$ cat src/rtl/gb_cart_mbc1.sv
// MBC1 cartridge responder for the Game Boy cartridge bus.
// Ports: bus_* (core side), mem_* (req/ack backing store), clk, rst_n.
module gb_cart_mbc1 #(
    parameter int ROM_ADDR_W = 21,
    parameter int RAM_ADDR_W = 15
) (
    input  logic                  clk,
    input  logic                  rst_n,
    input  logic [15:0]           bus_a,
    input  logic [7:0]            bus_din,
    input  logic                  bus_rd,
    input  logic                  bus_wr,
    input  logic                  bus_cs,
    output logic [7:0]            bus_dout,
    output logic                  bus_dout_en,
    output logic                  mem_req,
    output logic                  mem_sel,
    output logic                  mem_we,
    output logic [ROM_ADDR_W-1:0] mem_addr,
    output logic [7:0]            mem_wdata,
    input  logic [7:0]            mem_rdata,
    input  logic                  mem_ack
);

    typedef enum logic [1:0] {
        IDLE,
        RD_WAIT,
        WR_WAIT,
        HOLD
    } state_t;

    state_t r_state, w_state_nxt;

    logic r_rd_s1, r_rd_s2, r_rd_d;
    logic r_wr_s1, r_wr_s2, r_wr_d;

    logic       r_ram_en, w_ram_en_nxt;
    logic [4:0] r_rom_bank_lo, w_rom_bank_lo_nxt;
    logic [1:0] r_bank_hi, w_bank_hi_nxt;
    logic       r_mode, w_mode_nxt;

    logic [7:0]            r_dout, w_dout_nxt;
    logic                  r_dout_en, w_dout_en_nxt;
    logic                  r_req, w_req_nxt;
    logic                  r_we, w_we_nxt;
    logic                  r_sel, w_sel_nxt;
    logic [ROM_ADDR_W-1:0] r_addr, w_addr_nxt;
    logic [7:0]            r_wdata, w_wdata_nxt;

    logic                  w_rd_edge, w_wr_edge;
    logic                  w_is_rom, w_is_ram;
    logic [1:0]            w_hi_sel;
    logic [31:0]           w_rom_full, w_ram_full;
    logic [RAM_ADDR_W-1:0] w_ram_trunc;
    logic [ROM_ADDR_W-1:0] w_rom_addr, w_ram_addr;

    // Edge detect on the synchronized strobes.
    assign w_rd_edge = r_rd_s2 & ~r_rd_d;
    assign w_wr_edge = r_wr_s2 & ~r_wr_d;

    assign w_is_rom = ~bus_a[15];
    assign w_is_ram = (bus_a[15:13] == 3'b101) & bus_cs;
    assign w_hi_sel = r_mode ? r_bank_hi : 2'b00;

    // Bank 0 window uses bank_hi only in mode 1.
    assign w_rom_full = bus_a[14]
        ? {11'd0, r_bank_hi, r_rom_bank_lo, bus_a[13:0]}
        : {11'd0, w_hi_sel, 5'd0, bus_a[13:0]};
    assign w_ram_full  = {17'd0, w_hi_sel, bus_a[12:0]};
    assign w_rom_addr  = w_rom_full[ROM_ADDR_W-1:0];
    assign w_ram_trunc = w_ram_full[RAM_ADDR_W-1:0];
    assign w_ram_addr  = ROM_ADDR_W'(w_ram_trunc);

    always_comb begin
        w_state_nxt       = r_state;
        w_ram_en_nxt      = r_ram_en;
        w_rom_bank_lo_nxt = r_rom_bank_lo;
        w_bank_hi_nxt     = r_bank_hi;
        w_mode_nxt        = r_mode;
        w_dout_nxt        = r_dout;
        w_dout_en_nxt     = r_dout_en;
        w_req_nxt         = r_req;
        w_we_nxt          = r_we;
        w_sel_nxt         = r_sel;
        w_addr_nxt        = r_addr;
        w_wdata_nxt       = r_wdata;
        unique case (r_state)
            IDLE: begin
                // Write takes priority over a simultaneous read edge.
                if (w_wr_edge) begin
                    w_state_nxt = HOLD;
                    if (w_is_ram && r_ram_en) begin
                        w_req_nxt   = 1'b1;
                        w_we_nxt    = 1'b1;
                        w_sel_nxt   = 1'b1;
                        w_addr_nxt  = w_ram_addr;
                        w_wdata_nxt = bus_din;
                        w_state_nxt = WR_WAIT;
                    end else if (w_is_rom) begin
                        unique case (bus_a[14:13])
                            2'b00: w_ram_en_nxt = (bus_din[3:0] == 4'hA);
                            2'b01: w_rom_bank_lo_nxt =
                                (bus_din[4:0] == 5'd0) ? 5'd1 : bus_din[4:0];
                            2'b10: w_bank_hi_nxt = bus_din[1:0];
                            2'b11: w_mode_nxt = bus_din[0];
                        endcase
                    end
                end else if (w_rd_edge) begin
                    if (w_is_rom) begin
                        w_req_nxt   = 1'b1;
                        w_we_nxt    = 1'b0;
                        w_sel_nxt   = 1'b0;
                        w_addr_nxt  = w_rom_addr;
                        w_state_nxt = RD_WAIT;
                    end else if (w_is_ram && r_ram_en) begin
                        w_req_nxt   = 1'b1;
                        w_we_nxt    = 1'b0;
                        w_sel_nxt   = 1'b1;
                        w_addr_nxt  = w_ram_addr;
                        w_state_nxt = RD_WAIT;
                    end else begin
                        w_dout_nxt    = 8'hFF;
                        w_dout_en_nxt = 1'b1;
                        w_state_nxt   = HOLD;
                    end
                end
            end
            RD_WAIT: begin
                if (mem_ack) begin
                    w_dout_nxt    = mem_rdata;
                    w_dout_en_nxt = 1'b1;
                    w_req_nxt     = 1'b0;
                    w_state_nxt   = HOLD;
                end
            end
            WR_WAIT: begin
                if (mem_ack) begin
                    w_req_nxt   = 1'b0;
                    w_state_nxt = HOLD;
                end
            end
            HOLD: begin
                if (!r_rd_s2 && !r_wr_s2) begin
                    w_dout_en_nxt = 1'b0;
                    w_state_nxt   = IDLE;
                end
            end
            default: w_state_nxt = IDLE;
        endcase
    end

    always_ff @(posedge clk or negedge rst_n) begin
        if (!rst_n) begin
            r_state       <= IDLE;
            r_rd_s1       <= 1'b0;
            r_rd_s2       <= 1'b0;
            r_rd_d        <= 1'b0;
            r_wr_s1       <= 1'b0;
            r_wr_s2       <= 1'b0;
            r_wr_d        <= 1'b0;
            r_ram_en      <= 1'b0;
            r_rom_bank_lo <= 5'd1;
            r_bank_hi     <= 2'd0;
            r_mode        <= 1'b0;
            r_dout        <= 8'hFF;
            r_dout_en     <= 1'b0;
            r_req         <= 1'b0;
            r_we          <= 1'b0;
            r_sel         <= 1'b0;
            r_addr        <= '0;
            r_wdata       <= 8'h00;
        end else begin
            r_state       <= w_state_nxt;
            r_rd_s1       <= bus_rd;
            r_rd_s2       <= r_rd_s1;
            r_rd_d        <= r_rd_s2;
            r_wr_s1       <= bus_wr;
            r_wr_s2       <= r_wr_s1;
            r_wr_d        <= r_wr_s2;
            r_ram_en      <= w_ram_en_nxt;
            r_rom_bank_lo <= w_rom_bank_lo_nxt;
            r_bank_hi     <= w_bank_hi_nxt;
            r_mode        <= w_mode_nxt;
            r_dout        <= w_dout_nxt;
            r_dout_en     <= w_dout_en_nxt;
            r_req         <= w_req_nxt;
            r_we          <= w_we_nxt;
            r_sel         <= w_sel_nxt;
            r_addr        <= w_addr_nxt;
            r_wdata       <= w_wdata_nxt;
        end
    end

    assign bus_dout    = r_dout;
    assign bus_dout_en = r_dout_en;
    assign mem_req     = r_req;
    assign mem_we      = r_we;
    assign mem_sel     = r_sel;
    assign mem_addr    = r_addr;
    assign mem_wdata   = r_wdata;

endmodule

$ cat config.mk
export PLATFORM = sky130hd
export DESIGN_NAME = gb_cart_mbc1
export DESIGN_NICKNAME = d
export VERILOG_FILES = /design/src/rtl/gb_cart_mbc1.sv
export SDC_FILE = /design/constraint.sdc
export NUM_CORES = 1
export LEC_CHECK = 0
export BUFFER_PORTS_ARGS = -buffer_cell sky130_fd_sc_hd__buf_2
export CAP_MARGIN = 0
export CORE_ASPECT_RATIO = 1.4
export CORE_MARGIN = 2
export CORE_UTILIZATION = 55
export DETAILED_ROUTE_END_ITERATION = 6
export GPL_TIMING_DRIVEN = 0
export PLACE_DENSITY = 0.81
export SYNTH_ARGS = -nofsm -noshare
export SYNTH_HDL_FRONTEND = slang
export SYNTH_SLANG_ARGS = --single-unit
$ cat constraint.sdc
create_clock -name clk -period 5.84 [get_ports clk]
set_input_delay 0.876 -clock clk [delete_from_list [all_inputs] [get_ports clk]]
set_output_delay 0.876 -clock clk [all_outputs]
set_load 0.01 [all_outputs]
==> results.sh <==
export IMPL_status="finished, final reports clean"
export IMPL_synth_ff_type="dfrtp_1"
export IMPL_ys_types=43
export IMPL_holdWs_ns=0.348
export IMPL_synth_edff_count=0
export IMPL_cp_slowest_cell="nor3_4"
export IMPL_post_route_min_period_ns=2.14
export IMPL_rsz0062_at_grt="false"
export IMPL_dpl_hpwl_mm=3.90
export IMPL_drc_errors=0
export IMPL_dpl_cell_area_sq_um=3110
export IMPL_die_area_sq_um=5390
export IMPL_finalWirelength_mm=5.49
export IMPL_diodes=0
export IMPL_die_y_um=86.1
export IMPL_synth_seq_cells=58
export IMPL_cts_made_buffers=9
export IMPL_globalplace_congestion=0.785
export IMPL_seq_area_frac_synth=0.553
export IMPL_cts_tree="yes"
export IMPL_ioPinCount=79
export IMPL_postSynthCellCount=210
export IMPL_critPathLaunchType="input port"
export IMPL_path_class="in -> reg"
export IMPL_postCtsHoldBufs=0
export IMPL_fin_setup_tns_ns=0
export IMPL_final_core_util=0.718
export IMPL_power_frac_clock=0.224
export IMPL_hold_viol=0
export IMPL_grt_overflow=0
export IMPL_synth_area_sq_um=2650
export IMPL_core_region_area_sq_um=4570
export IMPL_syn_nets=251
export IMPL_drt_iter0_markers=123
export IMPL_clock_tree_root_cell="clkbuf_8"
export IMPL_hp_class="reg -> reg"
export IMPL_arrival_ns=2.35
export IMPL_fin_nets=339
export IMPL_drt_antenna_violating_nets=0
export IMPL_grt_pass1_vias=1938
export IMPL_crit_required_ns=6.06
export IMPL_vdd_ir_drop_max_mv=0.283
export IMPL_yosysMostFrequentCell="dfrtp_1"
export IMPL_grt_use_total=0.225
export IMPL_antenna_found_initial=0
export IMPL_p_int_w=0.000960
export IMPL_tightestPinTransition_ns=0.731
export IMPL_row_count=29
export IMPL_cts_clk_slew_worst_paths_ns=0.06
export IMPL_cp_num_buf_inv=2
export IMPL_stdcell_area_sq_um=3280
export IMPL_p_seq_frac=0.434
export IMPL_switching_power_w=0.000462
export IMPL_slew_violations=0
export IMPL_max_cap_violations=0
export IMPL_drive_above_1_share=0.459
export IMPL_post_synth_top_area_cell="dfrtp_1"
export IMPL_setup_viol=0
export IMPL_switching_share=0.325
export IMPL_vias=1993
export IMPL_grt_pass1_wl_mm=9.10
export IMPL_cp_slowest_stage_delay_ns=0.33
export IMPL_clock_latency_ns=0.33
export IMPL_yosys_top_cells_area="dfrtp_1 (46%), dfstp_2 (8.9%), mux2_4 (7.9%)"
export IMPL_synth_top_cell_area_share=0.463
export IMPL_synth_warnings=0
export IMPL_cp_top_family="simple AND/OR/NAND/NOR gates"
export IMPL_via_per_inst=5.46
export IMPL_period_share=0.366
export IMPL_cp_end_kind="flip-flop"
export IMPL_yosys_top_cells_count="dfrtp_1 (49), mux2_2 (17), nor2_1 (17), mux2_4 (14)"
export IMPL_cts_setup_buffers=0
export IMPL_combPwrFrac=0.342
export IMPL_numClockSinks=58
export IMPL_fillers=359
export IMPL_initial_core_util=0.579
export IMPL_fin_worst_skew_ns=0.00884
export IMPL_maxSlewHeadroom=0.509
export IMPL_clk_path_buf_depth=2
export IMPL_wl_per_cell_um=15.0
export IMPL_first_pass_iters=4
export IMPL_leakage_nw=1.62
export IMPL_syn_area_per_cell_sq_um=12.6
export IMPL_crit_fanout=10
export IMPL_io_buffers=77
export IMPL_fmax_ghz=0.468
export IMPL_synthArstFlopShare=1.00
export IMPL_grt_max_degree=59
export IMPL_htreeDepth=3
export IMPL_cts_resized=0
export IMPL_path_cells="buf_2 > nand4b_4 > and2_4 > nor3_4 > buf_6 > mux2_4"
export IMPL_syn2layout_area_growth_pct=24.0
export IMPL_p_per_area_nw_per_um2=433
export IMPL_die_w_um=62.6
[worst register-to-register path, stage by stage (launching register included)]
cell     delay (ns)
dfrtp_1        0.38
inv_1          0.10
ha_1           0.32
inv_2          0.09
nor4_4         0.67
mux2_2         0.41
[power by group through the flow]
stage | Clock [W] | Combinational, W | Sequential [W]
2_1_floorplan | 0 | 0.000285 | 0.000654
3_3_place_gp | 0 | 0.000477 | 0.000615
3_5_place_dp | 0 | 0.000489 | 0.000623
4_1_cts | 0.000329 | 0.000491 | 0.000616
5_1_grt | 0.000352 | 0.000531 | 0.000633
6_report | 0.000319 | 0.000486 | 0.000618
[per-stage QoR]
step,setup slack [ns],power [W],cells
global placement,3.35,0.00109,349
floorplan,3.64,0.000939,210
global route,3.62,0.00152,365
detailed placement,3.34,0.00111,349
finish,3.70,0.00142,365
CTS,3.70,0.00144,365
[sequential cells by signal (all words and copies together), names as in the netlist, 2 cells and up]
| register | cells |
|---|---|
| r_state | 2 |
| bus_dout | 8 |
| r_rom_bank_lo | 5 |
| r_bank_hi | 2 |
| mem_addr | 21 |
| mem_wdata | 8 |
[area by class of cell]
type | instances | area (sq um) | share of cell area
Sequential cell | 58 | 1460 | 0.446
Multi-Input combinational cell | 136 | 1110 | 0.338
Timing Repair Buffer | 77 | 388 | 0.118
Clock buffer | 16 | 170 | 0.0518
Tap cell | 62 | 77.6 | 0.0236
Buffer | 11 | 55.1 | 0.0168
Inverter | 5 | 18.8 | 0.00572
[layout by cell type, fill, tap and decap left out, types with 9 or more instances in the layout]
| master | synthesis | final |
|---|---|---|
| dfrtp_1 | 49 | 49 |
| mux2_4 | 14 | 14 |
| o22ai_1 | 9 | 9 |
| dfstp_2 | 9 | 9 |
| clkbuf_8 | 0 | 11 |
| mux2_2 | 17 | 17 |
| buf_2 | 5 | 81 |
| nand2_1 | 10 | 10 |
| nor2_1 | 17 | 17 |
| clkbuf_1 | 4 | 9 |
| o21ai_0 | 10 | 10 |
[cell families (layout without fill, tap and decap cells)]
logic type,Yosys count,count (layout),share of synthesized area
flip-flops,58,58,0.553
adder cells (fa/ha/maj),3,3,0.0142
buffers and inverters,16,109,0.0279
AO/OA/AOI/OAI,43,43,0.113
AND/OR/NAND/NOR,56,56,0.129
multiplexers,34,34,0.163
[layer usage]
layer	part of all wire	GRT usage
met1	0.41	0.273
met2	0.52	0.372
met3	0.048	0.0577
met4	0.017	0.117
met5	0	0
[final timing paths]
| path | from | to | slack, ns | cells past startpoint |
|---|---|---|---|---|
| setup / recovery | bus_a[14] | mem_addr[0] | 3.70 | 6 |
| hold / removal | r_rd_s1 | r_rd_s2 | 0.35 | 0 |
| setup reg to reg | r_state[1] | mem_wdata[5] | 3.75 | 5 |
| hold reg to reg | r_rd_s1 | r_rd_s2 | 0.35 | 0 |
| max in group asynchronous | rst_n | r_mode | 4.77 | 1 |
| min in group asynchronous | rst_n | mem_we | 0.60 | 1 |
No activity file was read; power rests on OpenSTA's default activity.
